`src/rtl/vc_rr_arb_ctrl_pkg.sv`:
```
// Shared definitions for the round-robin VC arbiter: state encodings,
// the FSM enum built on them, and the clog2 helper used to size grant ids.
package vc_rr_arb_ctrl_pkg;

   localparam logic [1:0] ST_IDLE  = 2'd0;
   localparam logic [1:0] ST_GRANT = 2'd1;
   localparam logic [1:0] ST_BUSY  = 2'd2;

   typedef enum logic [1:0] {
      IDLE  = ST_IDLE,
      GRANT = ST_GRANT,
      BUSY  = ST_BUSY
   } arb_state_t;

   function automatic int clog2(input int n);
      int r;
      r = 0;
      for (int v = 1; v < n; v = v * 2) r = r + 1;
      return r;
   endfunction

endpackage

```
`src/rtl/vc_rr_pick.sv`:
```
// Round-robin winner selection: lowest asserted request at or above ptr,
// falling back to the lowest asserted request overall.
module vc_rr_pick #(
   parameter int NREQS = 4,
   parameter int IDW   = 2
) (
   input  logic [NREQS-1:0] req,
   input  logic [IDW-1:0]   ptr,
   output logic             pick_val,
   output logic [IDW-1:0]   pick_id
);

   logic [NREQS-1:0] masked;
   logic             m_val;
   logic [IDW-1:0]   m_id;
   logic [IDW-1:0]   u_id;

   always_comb begin
      masked = '0;
      m_val  = 1'b0;
      m_id   = '0;
      u_id   = '0;
      for (int i = 0; i < NREQS; i++) begin
         masked[i] = req[i] && (i >= int'(ptr));
      end
      // Scan high to low so the last hit written is the lowest index.
      for (int i = NREQS - 1; i >= 0; i--) begin
         if (masked[i]) begin
            m_val = 1'b1;
            m_id  = IDW'(i);
         end
         if (req[i]) u_id = IDW'(i);
      end
      pick_val = |req;
      pick_id  = m_val ? m_id : u_id;
   end

endmodule

```
`src/rtl/vc_rr_arb_ctrl.sv`:
```
// Round-robin arbiter controller: picks a requester, offers it to the shared
// resource, holds it until the resource reports done, then advances ptr.
module vc_rr_arb_ctrl
   import vc_rr_arb_ctrl_pkg::*;
#(
   parameter int NREQS = 4,
   parameter int IDW   = clog2(NREQS)
) (
   input  logic             clk,
   input  logic             reset_n,
   input  logic [NREQS-1:0] req_val,
   output logic [NREQS-1:0] req_rdy,
   output logic             grant_val,
   input  logic             grant_rdy,
   output logic [IDW-1:0]   grant_id,
   input  logic             done,
   output logic             busy,
   output logic [1:0]       dbg_state,
   output logic [IDW-1:0]   dbg_ptr
);

   // Handshakes: a transfer happens in a cycle where valid and ready are both
   // high. grant_val/grant_id stay stable until grant_rdy is seen; req_rdy is
   // the accept back to the winner and is only high in the transfer cycle.
   arb_state_t     state;
   logic [IDW-1:0] ptr;
   logic [IDW-1:0] winner;
   logic           pick_val;
   logic [IDW-1:0] pick_id;
   logic [IDW-1:0] next_ptr;
   logic           win_req;

   vc_rr_pick #(.NREQS(NREQS), .IDW(IDW)) u_pick (
      .req      (req_val),
      .ptr      (ptr),
      .pick_val (pick_val),
      .pick_id  (pick_id)
   );

   assign win_req   = req_val[winner];
   assign next_ptr  = (winner == IDW'(NREQS - 1)) ? '0 : winner + IDW'(1);
   assign dbg_state = state;
   assign dbg_ptr   = ptr;

   always_ff @(posedge clk or negedge reset_n) begin
      if (!reset_n) begin
         state     <= IDLE;
         ptr       <= '0;
         winner    <= '0;
         grant_val <= 1'b0;
         grant_id  <= '0;
         busy      <= 1'b0;
      end else begin
         case (state)
            IDLE: begin
               if (pick_val) begin
                  state     <= GRANT;
                  winner    <= pick_id;
                  grant_val <= 1'b1;
                  grant_id  <= pick_id;
                  busy      <= 1'b1;
               end
            end
            GRANT: begin
               // A withdrawn request aborts without touching ptr.
               if (!win_req) begin
                  state     <= IDLE;
                  grant_val <= 1'b0;
                  grant_id  <= '0;
                  busy      <= 1'b0;
               end else if (grant_rdy) begin
                  state     <= BUSY;
                  grant_val <= 1'b0;
                  grant_id  <= '0;
               end
            end
            BUSY: begin
               if (done) begin
                  state <= IDLE;
                  busy  <= 1'b0;
                  ptr   <= next_ptr;
               end
            end
            default: begin
               state     <= IDLE;
               grant_val <= 1'b0;
               grant_id  <= '0;
               busy      <= 1'b0;
            end
         endcase
      end
   end

   always_comb begin
      req_rdy = '0;
      if (state == GRANT && grant_rdy && win_req) req_rdy[winner] = 1'b1;
   end

endmodule

```
`config.mk`:
```
export PLATFORM = sky130hd
export DESIGN_NAME = vc_rr_arb_ctrl
export DESIGN_NICKNAME = d
export VERILOG_FILES = /design/src/rtl/vc_rr_arb_ctrl_pkg.sv /design/src/rtl/vc_rr_pick.sv /design/src/rtl/vc_rr_arb_ctrl.sv
export SDC_FILE = /design/constraint.sdc
export NUM_CORES = 1
export LEC_CHECK = 0
export BUFFER_PORTS_ARGS = -buffer_cell sky130_fd_sc_hd__clkbuf_2
export CELL_PAD_IN_SITES_DETAIL_PLACEMENT = 0
export CELL_PAD_IN_SITES_GLOBAL_PLACEMENT = 1
export CORE_ASPECT_RATIO = 1.1
export CORE_MARGIN = 1
export CORE_UTILIZATION = 35
export DETAILED_ROUTE_END_ITERATION = 6
export PLACE_DENSITY_LB_ADDON = 0.1
export RECOVER_POWER = 50
export SLEW_MARGIN = 20
export SYNTH_ARGS = -nofsm -noshare
export SYNTH_HDL_FRONTEND = slang
export SYNTH_SLANG_ARGS = --single-unit
```
`constraint.sdc`:
```
create_clock -name clk -period 1.7 [get_ports clk]
set_input_delay 0.085 -clock clk [delete_from_list [all_inputs] [get_ports clk]]
set_output_delay 0.085 -clock clk [all_outputs]
set_load 0.02 [all_outputs]
```
---- Word level (Yosys, flattened, before mapping) ----
Cells that the tools add are included.
cells by class
  $add $sub $neg .......................... 1
  order comparisons ....................... 5
  equal/unequal tests ..................... 7
  mux-type cells .......................... 34
  bitwise operators ....................... 1
  reductions and logical operators ........ 13
operators with widths
  cell                                                               number
  two-way mux 2 bit                                                  16
  case mux 2 bit (3 select lines)                                    2
  two-way mux 1 bit                                                  11
  AND reduction 3 bit                                                3
  logical AND 1 bit                                                  6
  != test 2 bit, second input constant                               3
  case mux 1 bit (3 select lines)                                    2
  == test 2 bit, second input constant                               2
  greater-or-equal comparator 1 x 2 -> 1 bit, first input constant   2
  two-way mux 4 bit                                                  1
  AND reduction 2 bit                                                2
  OR reduction 4 bit                                                 1
  < comparator 2 x 3 -> 1 bit, second input constant                 1
  != test 3 bit, second input constant                               1
  adder 2 x 1 -> 2 bit, second input constant                        1
  binary-select mux 1 bit (select 2 bit)                             1
  demux 1 bit (select 2 bit)                                         1
  == test 2 x 1 -> 1 bit, second input constant                      1
  greater-or-equal comparator 2 x 1 -> 1 bit, second input constant  1
  greater-or-equal comparator 2 bit, first input constant            1
  zero test 2 bit                                                    1
  inverter 1 bit                                                     1
word-level totals
  bits in registers ....................... 10
  input bits .............................. 8
  output and inout bits ................... 12
  word-level logic and storage cells ...... 67

---- Longest topological paths before layout ----
Gate-level depths: netlist of the first run.
  word-level depth ........................ 8
  gate-level depth with buffers ........... 4
  depth with buffers taken out ............ 4

---- Cells and area by module ----
Synthesis of the first run repeated with hierarchy kept, for this count alone.
second synthesis, totals
  cells, all modules ...................... 62
  area, all modules ....................... 615.6 sq um
modules (own cells, without submodules)
  module          instances  cells each  area an instance (sq um)  sequential area each (sq um)
  vc_rr_arb_ctrl  1          49          538.0                     250.2
  vc_rr_pick      1          13          77.6                      0.0

---- Worst setup path before layout of the first run ----
No wires, ideal clock.
  kind .................................... flip-flop to output port
  start point ............................. register winner[0]
  end point ............................... output req_rdy[0]
  arrival time ............................ 1.395 ns
  data required time ...................... 1.615 ns
  path slack .............................. 0.220 ns
  stages on the path, launching flop included .. 4
  buffers on the path ..................... 0
  cell sequence ........................... dfrtp_1 -> mux4_2 -> and4b_4 -> and2_1
on the way
  longest elaborated chain between the ends .. 5
  elaborated cells on any way between the ends .. 9
  those cells by class .................... 2 x order compare; 5 x mux; 2 x reduce/logical
ends and longest elaborated chain
  element                                                                                                                 RTL line              text
  start: declaration                                                                                                      vc_rr_arb_ctrl.sv:27  logic [IDW-1:0] winner;
  start signal: assignment                                                                                                vc_rr_arb_ctrl.sv:58  winner <= pick_id;
  < comparator 2 x 3 -> 1 bit (implied by the code) / greater-or-equal comparator 2 x 1 -> 1 bit (equally long branches)  vc_rr_arb_ctrl.sv:96  if (state == GRANT && grant_rdy && win_req) req_rdy[winner] = 1'b1;
  logical AND 1 bit (implied by the code)                                                                                 vc_rr_arb_ctrl.sv:96
  two-way mux 1 bit (implied by the code)                                                                                 vc_rr_arb_ctrl.sv:96
  demux 1 bit (select 2 bit)                                                                                              vc_rr_arb_ctrl.sv:96
  two-way mux 4 bit *                                                                                                     vc_rr_arb_ctrl.sv:96
  end: declaration                                                                                                        vc_rr_arb_ctrl.sv:12  output logic [NREQS-1:0] req_rdy,
Mark *: on every way between the ends. The rest lies on a longest branch, timed or not. The select of a mux whose other input is x is not followed.

---- Final worst setup path of the first run ----
  start point ............................. register winner[0]
  end point ............................... output req_rdy[2]
The elaborated chain is that of the path after synthesis.

==> results.sh, run 1 <==
export IMPL_fin_crit_sh_pct=103
export IMPL_grt_overflow_total=0
export IMPL_yosysMostFrequentCell="dfrtp_1"
export IMPL_setup_ws_ns=-0.0536
export IMPL_fillers=153
export IMPL_r2r_cells=5
export IMPL_cp_end_kind="output port"
export IMPL_violations="negative setup slack"
export IMPL_ys_seq_area_share_pct=41.3
export IMPL_synthesis_nets=74
export IMPL_met2_usage_pct=21.3
export IMPL_slew_violations=0
export IMPL_drive_gt1_share_pct=35.6
export IMPL_seq_area_um2=250
export IMPL_die_area_um2=1900
export IMPL_clock_fmax_mhz=570
export IMPL_post_drt_via_cell_ratio=5.13
export IMPL_grtUsageMet3_pct=4.76
export IMPL_h_tree_depth=1
export IMPL_synth_simple_area_share_pct=20.9
export IMPL_yosys_area_top_type_share_pct=41.3
export IMPL_powerDensity_nw_per_um2=1710
export IMPL_ys_ff_latch=10
export IMPL_detail_route_wl_per_cell_um=12.4
export IMPL_row_count=15
export IMPL_synthCells=62
export IMPL_cap_viol_max_count=0
export IMPL_synthFlopType="dfrtp_1"
export IMPL_start_util_pct=38.0
export IMPL_grt_pass1_wl_mm=2.13
export IMPL_layout_cells_non_filler=107
export IMPL_start_kind="flip-flop"
export IMPL_cts_tree="built"
export IMPL_grt_busiest_layer="met1"
export IMPL_dp_hpwl_mm=1.02
export IMPL_synth_fa_ha_area_share_pct=8.26
export IMPL_synth_edf_count=0
export IMPL_grt_max_degree=11
export IMPL_finalClockSkew_ns=0.00843
export IMPL_cp_data_required_time_ns=1.62
export IMPL_syn_to_final_growth_pct=39.5
export IMPL_finalHoldViolCount=0
export IMPL_yosys_area_top_type="dfrtp_1"
export IMPL_clockBufferDepth=2
export IMPL_synth_cell_types=24
export IMPL_placed_cells=100
export IMPL_synth_mux_area_fraction_pct=7.23
export IMPL_tightest_slew_ns=0.558
export IMPL_rrSetupSlack_ns=0.18
export IMPL_nNetsFinal=103
export IMPL_grt_antenna_before_repair=0
export IMPL_p_comb_share_pct=54.2
export IMPL_status="finished with violations"
export IMPL_vias=549
export IMPL_seqPwrFrac_pct=30.7
export IMPL_avgSynthCellArea_um2=9.77
export IMPL_cp_max_fo=5
export IMPL_synth_common_cells="dfrtp_1, a21oi_1, a21o_1, inv_1, nand2_1"
export IMPL_wirelength_mm=1.32
export IMPL_antenna_left=0
export IMPL_drc_errors=0
export IMPL_die_w_um=41.7
export IMPL_grt_pass1_vias=465
export IMPL_power_switching_uw=605
export IMPL_synth_compound_gate_area_share_pct=18.4
export IMPL_pre_cts_slack_ns=0.173
export IMPL_synth_area_top_cells="dfrtp_1, ha_1, a21o_1, a21oi_1, and2_1"
export IMPL_synth_xor_area_share_pct=0
export IMPL_netlist_area_um2=606
export IMPL_clockPowerShare_pct=15.1
export IMPL_track_usage_pct=15.8
export IMPL_crit_type="flip-flop to output port"
export IMPL_p_int_uw=836
export IMPL_period_minus_slack_ns=1.75
export IMPL_hold_depth=4
export IMPL_worst_ep_arrival_time_ns=1.67
export IMPL_slew_headroom_pct=62.8
export IMPL_p_leak_nw=0.439
export IMPL_place_congestion=0.790
export IMPL_cts_sinks=10
export IMPL_p_sw_share_pct=42.0
export IMPL_ys_async_sr_fraction_pct=100
export IMPL_clockRootBuffer="clkbuf_4"
export IMPL_numPortBuffers=19
export IMPL_first_pass_iters=4
export IMPL_fp_dieH_um=45.6
export IMPL_synth_top_family_by_area="simple AND/OR/NAND/NOR gates"
export IMPL_clkSlewWorstSetupHoldPaths_ns=0.07
export IMPL_setup_viol=4
export IMPL_num_antenna_cells=0
export IMPL_multi_input_area_um2=342
export IMPL_rsz0062_at_grt="true"
export IMPL_core_area_um2=1600
export IMPL_ir_drop_mv=0.886
export IMPL_use_met1_pct=22.1
export IMPL_yosysWarnings=0
export IMPL_io_pins=20
export IMPL_cts_buffers_inserted=3
export IMPL_drt_initial_drc_count=6
export IMPL_clock_latency_ns=0.27
export IMPL_hold_path_class="primary input to flip-flop"
timing repair:
action,in CTS,in global routing
gates resized for setup,12,4
pin swaps,4,0
hold buffers,1,0
buffers inserted,1,1
setup endpoints to repair,4,4
endpoints found under the hold margin,10,0
cell usage in the layout, fill, tap and decap left out, types with 2 or more instances in the layout:
cell       n
inv_1      5
a21o_1     5
clkbuf_2  10
nor2_1     4
buf_4      5
a21oi_1    6
nor3_1     3
clkbuf_4   3
ha_1       4
clkbuf_1   5
nand2b_1   2
dfrtp_1   10
buf_8      4
and2_4     4
nand2_1    5
power groups by stage:
stage / clock (mW) / combinational (mW) / sequential, mW
detailed placement: 0 / 0.723 / 0.446
CTS: 0.226 / 0.774 / 0.442
global route: 0.239 / 0.859 / 0.460
global placement: 0 / 0.720 / 0.441
finish: 0.218 / 0.782 / 0.442
floorplan: 0 / 0.374 / 0.550
kinds of logic (layout without fill, tap and decap cells):
family,Yosys count,count (layout)
adders and majority gates,4,4
and+or+nand+nor,22,22
muxes,3,3
buffers and inverters,6,34
AOI/OAI and AO/OA,17,17
DFF,10,10
flip-flops by register name, indices dropped and copies added, names as in the netlist:
name,count
dbg_ptr,2
grant_id,2
winner,2
busy,1
dbg_state,2
grant_val,1
worst max-delay path, stage by stage, from the launching register on:
cell and delay (ns):
dfrtp_1 0.38, mux4_2 0.52, and4b_4 0.24, and2_4 0.14, buf_8 0.12
path summary, 6_finish.rpt:
path,start,to
max in group asynchronous,reset_n,winner[1]
min in group asynchronous,reset_n,dbg_state[0]
hold reg to reg,grant_val,grant_val
setup reg to reg,winner[0],grant_id[0]
setup / recovery,winner[0],req_rdy[2]
hold / removal,done,busy
layer usage:
layer,up-vias,share of wire (%),routed length (um)
li1,274,-,-
met1,259,49,647
met5,-,0,0
met4,0,1.6,21
met3,2,5.1,68
met2,14,44,586
area by class of cell:
| type | instances | share of cell area (%) |
|---|---|---|
| Inverter | 5 | 2.22 |
| Sequential cell | 10 | 29.6 |
| Multi-Input combinational cell | 46 | 40.4 |
| Clock buffer | 4 | 4.30 |
| Timing Repair Buffer | 25 | 20.9 |
| Tap cell | 17 | 2.52 |
through the flow:
stage	util [%]	hold WS, ns	cell area [um^2]	TNS, ns	total power, mW
2_1_floorplan	-	-0.211	606	0	0.924
3_3_place_gp	46.4	-0.0312	739	0	1.16
3_5_place_dp	46.4	-0.0269	739	0	1.17
4_1_cts	52.5	0.101	838	-0.293	1.44
5_1_grt	52.9	0.132	845	-0.410	1.56
6_report	52.9	0.111	845	-0.209	1.44
No activity file was read; power rests on OpenSTA's default activity.
==> run 2, diff against run 1 <==
--- a/config.mk
+++ b/config.mk
@@ -5,15 +5,16 @@
 export SDC_FILE = /design/constraint.sdc
 export NUM_CORES = 1
 export LEC_CHECK = 0
+export ABC_AREA = 1
 export BUFFER_PORTS_ARGS = -buffer_cell sky130_fd_sc_hd__clkbuf_2
 export CELL_PAD_IN_SITES_DETAIL_PLACEMENT = 0
 export CELL_PAD_IN_SITES_GLOBAL_PLACEMENT = 1
 export CORE_ASPECT_RATIO = 1.1
 export CORE_MARGIN = 1
-export CORE_UTILIZATION = 35
+export CORE_UTILIZATION = 34
 export DETAILED_ROUTE_END_ITERATION = 6
 export PLACE_DENSITY_LB_ADDON = 0.1
-export RECOVER_POWER = 50
+export RECOVER_POWER = 25
 export SLEW_MARGIN = 20
 export SYNTH_ARGS = -nofsm -noshare
 export SYNTH_HDL_FRONTEND = slang
==> run 2 against run 1 <==
  * The flow now finishes without violations
  * Critical path depth is 4 higher
  * Register-to-register slack better by 0.33 ns
  * Clock skew is 0.0082 ns lower
  * Final area is 1.0% higher
  * Worst setup slack better by 0.22 ns
  * Flip-flop and latch count stayed put
  * Area after synthesis is 11% higher
  * Die area is 13% higher
  * Maximum frequency is 14% higher
  * Non-clock buffer count is 4 lower
  * Critical path type unchanged
  * Largest power group unchanged
==> results.sh, run 2 <==
export IMPL_track_usage_pct=15.6
export IMPL_grt_pass1_wl_mm=2.52
export IMPL_place_congestion=0.780
export IMPL_tightest_slew_ns=0.594
export IMPL_powerDensity_nw_per_um2=1710
export IMPL_clockBufferDepth=2
export IMPL_yosysWarnings=0
export IMPL_cp_max_fo=6
export IMPL_io_pins=20
export IMPL_place_area_um2=800
export IMPL_layout_cells_non_filler=146
export IMPL_syn_to_final_growth_pct=27.2
export IMPL_vias=632
export IMPL_fin_util_pct=46.8
export IMPL_cts_tree="built"
export IMPL_critPathTopFamily="simple AND/OR/NAND/NOR gates"
export IMPL_fillers=210
export IMPL_detail_route_wl_per_cell_um=9.99
export IMPL_finalClockSkew_ns=0.000216
export IMPL_die_w_um=44.3
export IMPL_wirelength_mm=1.46
export IMPL_synthCells=94
export IMPL_cap_viol_max_count=0
export IMPL_r2r_start="dbg_state[1]"
export IMPL_path_common_cell="nand2_1"
export IMPL_synth_cell_types=16
export IMPL_synthFlopType="dfrtp_1"
export IMPL_hold_end="dbg_state[1]"
export IMPL_slew_headroom_pct=60.4
export IMPL_ys_seq_area_share_pct=37.3
export IMPL_antenna_left=0
export IMPL_r2r_end="grant_id[1]"
export IMPL_start_kind="flip-flop"
export IMPL_grt_pass1_vias=608
export IMPL_grt_overflow_total=0
export IMPL_stdcell_area_um2=853
export IMPL_path_cells="inv_2 > nand2_1 > nand2_1 > nand2_1 > nand2_2 > nand3_2 > nor2_1 > clkbuf_2"
export IMPL_clockRootBuffer="clkbuf_4"
export IMPL_die_area_um2=2150
export IMPL_cp_data_required_time_ns=1.62
export IMPL_num_antenna_cells=0
export IMPL_dp_hpwl_mm=1.16
export IMPL_final_common_cell="nand2_1"
export IMPL_synth_common_cells="nand2_1, inv_1, dfrtp_1"
export IMPL_cts_buffers_inserted=3
export IMPL_period_minus_slack_ns=1.54
export IMPL_avgSynthCellArea_um2=7.13
export IMPL_row_count=16
export IMPL_fp_dieH_um=48.6
export IMPL_drc_errors=0
export IMPL_grt_antenna_before_repair=0
export IMPL_netlist_area_um2=671
export IMPL_post_drt_via_cell_ratio=4.33
export IMPL_hold_depth=3
export IMPL_cts_sinks=10
export IMPL_status="completed"
export IMPL_yosys_area_top_type_share_pct=37.3
export IMPL_core_area_um2=1820
export IMPL_ys_ff_latch=10
export IMPL_synth_edf_count=0
export IMPL_r2r_cells=7
export IMPL_mostFrequentLayoutCells="nand2_1, clkbuf_2, inv_1"
export IMPL_worst_ep_arrival_time_ns=1.45
export IMPL_setup_viol=0
export IMPL_ir_drop_mv=0.770
export IMPL_rsz0062_at_grt="false"
export IMPL_crit_type="flip-flop to output port"
export IMPL_yosysMostFrequentCell="nand2_1"
export IMPL_cp_end_kind="output port"
export IMPL_fin_crit_sh_pct=90.4
export IMPL_min_delay_start="grant_rdy"
export IMPL_nNetsFinal=132
export IMPL_placed_cells=140
export IMPL_clock_fmax_mhz=650
export IMPL_ys_async_sr_fraction_pct=100
export IMPL_yosys_area_top_type="dfrtp_1"
export IMPL_finalSetupTns_ns=0
export IMPL_drive_gt1_share_pct=27.7
export IMPL_hold_path_class="primary input to flip-flop"
export IMPL_finalHoldViolCount=0
export IMPL_clkSlewWorstSetupHoldPaths_ns=0.07
export IMPL_grt_max_degree=11
export IMPL_slew_violations=0
export IMPL_numPortBuffers=19
export IMPL_crit_buf_inv=2
export IMPL_slowest_delay_ns=0.45
export IMPL_synth_area_top_cells="dfrtp_1, nand2_1, inv_1, ha_1, nand3_1"
export IMPL_clock_latency_ns=0.26
export IMPL_p_leak_nw=0.494
export IMPL_synthesis_nets=106
export IMPL_drt_initial_drc_count=14
export IMPL_start_util_pct=36.8
export IMPL_first_pass_iters=4
export IMPL_rrSetupSlack_ns=0.51
export IMPL_h_tree_depth=1
export IMPL_slowest_stage="dfrtp_2"
[run 2: power breakdown]
part	leakage (nW)	internal, mW	switching (mW)
Clock	0.0210	0.130	0.0863
Sequential	0.123	0.353	0.127
Combinational	0.349	0.272	0.489
Total	0.494	0.755	0.702
[run 2: tightest hold or removal path, cell delays in order]
cell and delay, ns:
clkbuf_2 0.09, nand3_2 0.11, nand2_1 0.06
[run 2: worst max-delay path by stage]
stage,start,cells after the start,endpoint,slack [ns]
after global routing,winner[0],8,req_rdy[2],0.02
after floorplan,winner[0],7,req_rdy[0],0.43
after CTS,winner[0],8,req_rdy[2],0.04
after detailed placement,winner[0],8,req_rdy[2],0.34
final,winner[0],8,req_rdy[2],0.16
after global placement,winner[0],8,req_rdy[2],0.37
[run 2: final cells by class]
type | count | area [um^2] | share of cell area [%]
Sequential cell | 10 | 251 | 29.5
Tap cell | 27 | 33.8 | 3.96
Multi-Input combinational cell | 68 | 360 | 42.2
Clock buffer | 4 | 36.3 | 4.25
Timing Repair Buffer | 21 | 111 | 13.0
Inverter | 16 | 60.1 | 7.04
[run 2: per-stage QoR]
stage | setup WS [ns] | total power, mW | hold slack, ns
finish | 0.163 | 1.46 | 0.126
global route | 0.0231 | 1.58 | 0.145
CTS | 0.0376 | 1.46 | 0.134
detailed placement | 0.340 | 1.23 | -0.0277
global placement | 0.373 | 1.24 | -0.0344
floorplan | 0.430 | 1.01 | -0.211
[run 2: timing repair]
item	4_1_cts	5_1_grt
hold endpoints to repair	10	0
setup endpoints to repair	0	4
gates resized for setup	0	2
hold buffers	1	0
buffers inserted	0	1
[run 2: layer usage]
| layer | routed length, um | up-vias | global-route usage, % |
|---|---|---|---|
| met2 | 655 | 12 | 24.3 |
| met5 | 0 | - | 0 |
| met4 | 27 | 0 | 9.09 |
| met1 | 731 | 277 | 20.9 |
| li1 | - | 339 | - |
| met3 | 44 | 4 | 1.12 |
[run 2: cell families after synthesis]
group / after synthesis / share of synthesized area [%]
AND/OR/NAND/NOR: 59 / 39.0
AO/OA/AOI/OAI: 5 / 7.28
buffers and inverters: 16 / 8.96
flip-flops: 10 / 37.3
adder cells (fa/ha/maj): 4 / 7.46
